==> config.mk <==
export PLATFORM = sky130hd
export DESIGN_NAME = cache_memory_controller
export DESIGN_NICKNAME = d
export VERILOG_FILES = /design/src/rtl/cache_memory_controller.sv
export SDC_FILE = /design/constraint.sdc
export NUM_CORES = 2
export LEC_CHECK = 0
export ABC_CLOCK_PERIOD_IN_PS = 4950
export CAP_MARGIN = 20
export CORE_MARGIN = 8
export CORE_UTILIZATION = 57
export CTS_BUF_LIST = sky130_fd_sc_hd__clkbuf_16
export DETAILED_ROUTE_END_ITERATION = 8
export GPL_ROUTABILITY_DRIVEN = 0
export PLACE_DENSITY = 0.73
export SLEW_MARGIN = 0
export SYNTH_ARGS = -nofsm -noshare
export SYNTH_HDL_FRONTEND = slang
export SYNTH_MEMORY_MAX_BITS = 65536
export SYNTH_SLANG_ARGS = --single-unit
==> constraint.sdc <==
create_clock -name clock -period 4.95 [get_ports clock]
set_input_delay 0.7425 -clock clock [delete_from_list [all_inputs] [get_ports clock]]
set_output_delay 0.7425 -clock clock [all_outputs]
set_load 0.01 [all_outputs]
==> src/rtl/cache_memory_controller.sv <==
`default_nettype none
// ============================================================================
// Module   : cache_memory_controller
// Purpose  : Memory-side partner of the cache. Accepts 33-bit requests into a
//            small in-order FIFO and services them one at a time against an
//            internal word-addressed RAM with a fixed access latency. Read
//            data is returned with a one-cycle memory_response_ready pulse.
// Ports    : clock, reset (async, active-high)
//            memory_request        [32]=write, [31:16]=address, [15:0]=data
//            memory_request_ready  request valid this cycle
//            memory_response       read data, held until the next read
//            memory_response_ready one-cycle pulse with read data
//            busy                  FIFO non-empty or FSM not idle
//            overflow              sticky: a request was dropped
//            fifo_count            current FIFO occupancy
// Revision : 1.0 - initial release
// ============================================================================
module cache_memory_controller #(
    parameter int ADDR_WIDTH     = 16,
    parameter int DATA_WIDTH     = 16,
    parameter int MEM_WORDS_LOG2 = 8,
    parameter int LATENCY        = 4,
    parameter int FIFO_DEPTH     = 4
) (
    input  logic                             clock,
    input  logic                             reset,
    input  logic [ADDR_WIDTH+DATA_WIDTH:0]   memory_request,
    input  logic                             memory_request_ready,
    output logic [DATA_WIDTH-1:0]            memory_response,
    output logic                             memory_response_ready,
    output logic                             busy,
    output logic                             overflow,
    output logic [2:0]                       fifo_count
);

    // Only the write flag, the RAM-indexing address bits and the data are kept.
    localparam int         c_ENTRY_W  = 1 + MEM_WORDS_LOG2 + DATA_WIDTH;
    localparam int         c_PTR_W    = (FIFO_DEPTH > 1) ? $clog2(FIFO_DEPTH) : 1;
    localparam logic [3:0] c_CNT_LOAD = 4'(LATENCY - 1);
    localparam logic [2:0] c_DEPTH    = 3'(FIFO_DEPTH);
    localparam int         c_WR_BIT   = ADDR_WIDTH + DATA_WIDTH;

    typedef enum logic [1:0] {
        ST_IDLE    = 2'd0,
        ST_ACCESS  = 2'd1,
        ST_RESPOND = 2'd2
    } state_t;

    state_t                      r_state;
    state_t                      w_next_state;
    logic                        w_pop;
    logic                        w_push;
    logic                        w_done;
    logic [2:0]                  r_count;
    logic [c_PTR_W-1:0]          r_wr_ptr;
    logic [c_PTR_W-1:0]          r_rd_ptr;
    logic [c_ENTRY_W-1:0]        r_fifo_mem [FIFO_DEPTH];
    logic [c_ENTRY_W-1:0]        w_entry_in;
    logic [c_ENTRY_W-1:0]        w_head;
    logic [3:0]                  r_counter;
    logic                        r_op_write;
    logic [MEM_WORDS_LOG2-1:0]   r_op_addr;
    logic [DATA_WIDTH-1:0]       r_op_data;
    logic [DATA_WIDTH-1:0]       r_ram [2**MEM_WORDS_LOG2];

    // Upper address bits alias onto the RAM and are intentionally dropped.
    generate
        if (MEM_WORDS_LOG2 < ADDR_WIDTH) begin : g_addr_unused
            logic w_unused_addr;
            assign w_unused_addr = ^memory_request[c_WR_BIT-1 : DATA_WIDTH+MEM_WORDS_LOG2];
        end
    endgenerate

    assign w_entry_in = {memory_request[c_WR_BIT],
                         memory_request[DATA_WIDTH +: MEM_WORDS_LOG2],
                         memory_request[DATA_WIDTH-1:0]};
    assign w_head     = r_fifo_mem[r_rd_ptr];

    function automatic logic [c_PTR_W-1:0] ptr_inc(input logic [c_PTR_W-1:0] p);
        return (p == c_PTR_W'(FIFO_DEPTH - 1)) ? '0 : p + c_PTR_W'(1);
    endfunction

    // ------------------------------------------------------------------------
    // FSM
    // ------------------------------------------------------------------------
    always_ff @(posedge clock or posedge reset) begin
        if (reset) r_state <= ST_IDLE;
        else       r_state <= w_next_state;
    end

    always_comb begin
        w_next_state = r_state;
        w_pop        = 1'b0;
        w_done       = 1'b0;
        case (r_state)
            ST_IDLE: begin
                // Pop only what was already stored: a same-edge push is not visible.
                if (r_count != 3'd0) begin
                    w_pop        = 1'b1;
                    w_next_state = ST_ACCESS;
                end
            end
            ST_ACCESS: begin
                if (r_counter == 4'd0) begin
                    w_done       = 1'b1;
                    w_next_state = r_op_write ? ST_IDLE : ST_RESPOND;
                end
            end
            ST_RESPOND: w_next_state = ST_IDLE;
            default:    w_next_state = ST_IDLE;
        endcase
    end

    // A full FIFO can still accept when the head leaves on the same edge.
    assign w_push = memory_request_ready && ((r_count != c_DEPTH) || w_pop);

    // ------------------------------------------------------------------------
    // Request FIFO
    // ------------------------------------------------------------------------
    always_ff @(posedge clock) begin
        if (w_push) r_fifo_mem[r_wr_ptr] <= w_entry_in;
    end

    always_ff @(posedge clock or posedge reset) begin
        if (reset) begin
            r_count  <= 3'd0;
            r_wr_ptr <= '0;
            r_rd_ptr <= '0;
            overflow <= 1'b0;
        end else begin
            if (w_push) r_wr_ptr <= ptr_inc(r_wr_ptr);
            if (w_pop)  r_rd_ptr <= ptr_inc(r_rd_ptr);
            case ({w_push, w_pop})
                2'b10:   r_count <= r_count + 3'd1;
                2'b01:   r_count <= r_count - 3'd1;
                default: r_count <= r_count;
            endcase
            if (memory_request_ready && !w_push) overflow <= 1'b1;
        end
    end

    // ------------------------------------------------------------------------
    // Operation registers, latency counter and read data
    // ------------------------------------------------------------------------
    always_ff @(posedge clock or posedge reset) begin
        if (reset) begin
            r_counter       <= 4'd0;
            r_op_write      <= 1'b0;
            r_op_addr       <= '0;
            r_op_data       <= '0;
            memory_response <= '0;
        end else begin
            if (w_pop) begin
                r_op_write <= w_head[c_ENTRY_W-1];
                r_op_addr  <= w_head[DATA_WIDTH +: MEM_WORDS_LOG2];
                r_op_data  <= w_head[DATA_WIDTH-1:0];
                r_counter  <= c_CNT_LOAD;
            end else if (r_state == ST_ACCESS && r_counter != 4'd0) begin
                r_counter <= r_counter - 4'd1;
            end
            if (w_done && !r_op_write) memory_response <= r_ram[r_op_addr];
        end
    end

    // RAM is deliberately not reset; reset only blocks a write on the abort edge.
    always_ff @(posedge clock) begin
        if (w_done && r_op_write && !reset) r_ram[r_op_addr] <= r_op_data;
    end

    assign memory_response_ready = (r_state == ST_RESPOND);
    assign busy                  = (r_count != 3'd0) || (r_state != ST_IDLE);
    assign fifo_count            = r_count;

endmodule
`default_nettype wire

Word-level counts from Yosys, hierarchy flattened

Memory sizes are Yosys's and may differ from the RTL's. A register that Yosys moved wholly into a read port is not among the register bits.
Cells that the tools add are included.

Register bits: 14
Bits in writable memories: 4196
Bits of input ports: 36
Logic and storage cells: 58
Memories: 2

$add $sub $neg: 5
Eq/ne operators: 9
Mux-type cells: 17
Reduce and logical (&&, ||, !) cells: 19

Memories:

| name       | words | width | read ports | clocked after Yosys merged registers in | wr ports | line | source |
|---|---|---|---|---|---|---|---|
| r_ram      | 256   | 16    | 1          | 1                                       | 1        | 64   | `logic [DATA_WIDTH-1:0] r_ram [2**MEM_WORDS_LOG2];` |
| r_fifo_mem | 4     | 25    | 1          | 1                                       | 1        | 57   | `logic [c_ENTRY_W-1:0] r_fifo_mem [FIFO_DEPTH];` |

Operator list:

| kind                                              | count |
|---|---|
| two-way mux 2 bit                                 | 5 |
| == test 2 bit (second input constant)             | 4 |
| two-way mux 1 bit                                 | 8 |
| two-way mux 4 bit                                 | 2 |
| logical AND 1 bit                                 | 6 |
| one-hot mux 3 bit (2 select lines)                | 1 |
| nonzero test 2 bit                                | 3 |
| adder 2 x 1 -> 2 bit (second input constant)      | 2 |
| == test 2 x 1 -> 1 bit (second input constant)    | 2 |
| logical NOT 4 bit                                 | 1 |
| inequality test 2 bit (second input constant)     | 2 |
| one-hot mux 2 bit (2 select lines)                | 1 |
| nonzero test 4 bit                                | 1 |
| subtractor 4 x 1 -> 4 bit (second input constant) | 1 |
| adder 3 x 1 -> 3 bit (second input constant)      | 1 |
| logical NOT 1 bit                                 | 3 |
| inequality test 3 bit (second input constant)     | 1 |
| nonzero test 3 bit                                | 1 |
| subtractor 3 x 1 -> 3 bit (second input constant) | 1 |
| logical NOT 2 bit                                 | 1 |
| logical OR 1 bit                                  | 2 |
| AND reduction 2 bit                               | 1 |

Depth between registers and ports, before layout

Depth in word-level cells: 7
Gate-level depth with buffers: 13
Depth with buffers taken out: 10

Worst setup path before layout

No wires, ideal clock.

Path kind: input -> register
Start point: input port reset
End point: memory r_ram[102][0], enable pin
Arrival: 3.701 ns
Data required time: 4.562 ns
Setup slack: 0.861 ns
Stages: 6
Cells stage by stage: inv_1 -> nand3_1 -> nor3_1 -> nand2_1 -> clkbuf_1 -> nor2_1

Cells in the longest elaborated chain, start to end: 4

RTL lines:

| element                                 | line | source |
|---|---|---|
| start: declaration                      | 26   | `input logic reset,` |
| logical NOT 1 bit                       | 167  | `if (w_done && r_op_write && !reset) r_ram[r_op_addr] <= r_op_data;` |
| logical AND 1 bit                       | 167  |  |
| two-way mux 1 bit                       | 167  |  |
| two-way mux 1 bit (not written as such) | 167  |  |
| end: declaration                        | 64   |  |

No other way between the ends.

==> results.md <==
- Mux share of post-synthesis cell area: 16.8%
- Vias in the first global route: 80,500
- CP Cell Sequence: buf_4, mux4_2, mux4_2, nor2b_1, a21oi_1, nand3_1, nor4_1, a21oi_1
- Clock transition at path regs: 0.07 ns
- Max-slew violations: 12
- Family with the most delay on the worst path: simple AND/OR/NAND/NOR gates
- HPWL after detailed placement: 247 mm
- DR vias: 81,100
- Final wirelength: 417 mm
- Worst hold path class: primary input to flop
- Distinct cells, synth: 70
- Largest net degree at the start of global routing: 177
- Post-Synth Simple-Gate Area: 1.91%
- DP Area: 0.171 mm^2
- Initial antenna violation count: 20
- Number of flops mapped to enable cells by yosys: 4,196
- Port-buffer cells: 49
- CP Buf/Inv Count: 1
- Overall global routing resource usage: 27.2%
- Layout cell share with drive strength beyond 1: 28.1%
- Synth Area in Compound Gates: 1.84%
- Row count: 196
- Setup CP Type: flop to flop
- Final setup vio count: 0
- First-pass GRT wire length: 592 mm
- Synth top area share: 77.1%
- Synth top area cells: edfxtp_1, mux4_2, mux2i_1, dfrtp_1, nor2_1
- Most frequent cell after synthesis: edfxtp_1
- Failing checks: slew limit
- Gate Count Post-Synth: 7,269
- Total gr overflow: 0
- Worst path slowest cell: dfrtp_4
- Final instance area: 0.185 mm^2
- Initial Util: 57.3%
- Syn_area_per_cell: 22.5 um^2
- Sequential Area: 0.127 mm^2
- Status: finished, violations left
- Yosys reg bits: 4,251
- Total CTS buffers: 408
- Synth top cells by count: edfxtp_1, mux4_2, nor2_1
- Worst vdd ir: 0.000652 V
- CP Max Fanout: 23
- Die W: 552 um
- Seq/Total Area, Yosys: 77.9%
- Fin nets: 7,906
- Slew @ Worst Pin: 1.50 ns
- Period utilization: 87.1%
- CTS sink count: 4,251
- H-tree Lvls: 5
- WL per Instance: 34.8 um
- Synthesized-area fraction occupied by xor and xnor cells: 0.0268%
- Power per cell area: 603 mW/mm^2
- Setup repair after global routing missed its margin: false
- Post-CTS Hold Fix Bufs: 0
- Primary FF master, synth: edfxtp_1
- Syn_nets: 7,313
- Ys Warns: 0
- Fill count: 17,600
- Fmax: 232 MHz
- Asr flop ratio synth: 1.29%
- Setup slack after layout: 0.640 ns
- Pre-CTS WS: 0.695 ns
- Routed Antenna Nets: 0
- Post-Synthesis Cell Area: 0.164 mm^2
- Worst Skew: 0.0820 ns
- Core Box Area: 0.285 mm^2
- Post-DR vias/cell: 6.77
- Critical Path AT: 5.10 ns
- Worst-case clock buffer depth: 4
- Clk Latency, worst-skew pair: 0.98 ns
- Leakage power: 59.2 nW
- CTS tree: yes
- Critical path capture point type: flop
- Pre-antenna DRT Iters: 5
- Worst Path Required: 5.74 ns
- # Post-CTS Setup Buffers: 0
- Max-cap violation count: 0
- Die area: 0.304 mm^2
- Area of the multi-input gates: 0.0338 mm^2
- Tmin final: 4.31 ns
- Slew headroom: -0.218%
- Post-CTS Resized: 0
- Critical path launch point type: flop
- Die Y: 552 um
- Final hold violation count: 0
- Clk root buf: clkbuf_16
- DRT iter0 DRCs: 12,800
- Largest family of logic cells by synthesized area: multiplexers
- Setup TNS: 0 ns
- Cell taking the most area after synthesis: edfxtp_1
- Drt drc: 0
- Synth-to-Final Area Change: 13.2%
- Post-synthesis adder-cell area fraction: 0.0658%
- Max incr delay on CP: 0.93 ns
- Io pins: 58
[power by group]
part | switching, mW | internal (mW)
combinational | 20.6 | 12.2
clock | 13.5 | 17.9
sequential | 2.19 | 45.3
[per-layer routing]
metal	wire length [um]	track usage, %	share of wire [%]	up-vias
li1	-	-	-	31900
met1	151000	38.1	36	42500
met2	193000	41.4	46	5647
met3	51600	6.67	12	957
met4	21600	12.0	5.2	14
met5	93	0.0475	0.022	-
[kinds of logic (layout without fill, tap and decap cells)]
kind of cell	Yosys count	in the layout
DFF	4251	4251
muxes	1416	1416
and+or+nand+nor	733	733
buffers and inverters	434	1371
AOI/OAI and AO/OA	422	422
adders and majority gates	8	8
xor gates and xnor gates	5	5
other	0	13
[cell usage in the layout (no fill, tap or decap), types with 27 or more instances in the layout]
master	synthesis	layout
mux4_2	1055	1055
o22ai_1	104	104
mux2i_1	311	311
inv_1	11	81
a21oi_1	39	39
clkinv_2	0	77
nor2_1	319	310
a211oi_1	27	27
o21ai_0	42	42
clkbuf_16	0	409
nand2_1	251	246
edfxtp_1	4196	4196
nand3_1	38	38
a32oi_1	59	59
clkinv_1	0	89
bufinv_16	0	53
dfrtp_1	55	31
buf_4	101	490
clkdlybuf4s50_1	0	49
a22oi_1	54	54
mux2_2	50	50
buf_12	0	62
[path summary, 6_finish.rpt]
| check | endpoint | slack (ns) | startpoint | depth (start not counted) |
|---|---|---|---|---|
| hold reg to reg | overflow | 0.53 | overflow | 1 |
| min in group asynchronous | r_op_data[15] | 0.53 | reset | 3 |
| hold / removal | r_fifo_mem[2][15] | 0.41 | memory_request[15] | 1 |
| setup / recovery | memory_response[14] | 0.64 | r_op_addr[0] | 8 |
| setup reg to reg | memory_response[14] | 0.64 | r_op_addr[0] | 8 |
| max in group asynchronous | r_op_addr[2] | 3.65 | reset | 3 |
[stage by stage]
step	total power, mW	utilization [%]	hold WS (ns)	cells
2_1_floorplan	68.4	-	0.495	7269
3_3_place_gp	79.9	60.1	0.463	11200
3_5_place_dp	80.7	60.1	0.495	11200
4_1_cts	112	64.9	0.361	12000
5_1_grt	115	64.9	0.407	12000
6_report	112	64.9	0.408	12000
[state kept, by name (all words and copies together), names as in the netlist]
name and flops:
overflow 1, r_state 2, r_ram 4096, r_op_data 16
r_rd_ptr 2, r_counter 4, r_op_addr 8, r_op_write 1
fifo_count 3, memory_response 16, r_fifo_mem 100, r_wr_ptr 2
[cell type report]
type | instances | share of cell area (%)
flip-flops and latches | 4251 | 68.8
diodes | 13 | 0.0176
clock buffers | 409 | 5.53
clock inverters | 345 | 1.84
well taps | 3762 | 2.54
multi-input cells | 2584 | 18.2
inverters | 15 | 0.0419
repair buffers | 602 | 2.94
Note: power is estimated with default switching activity, not from simulation.
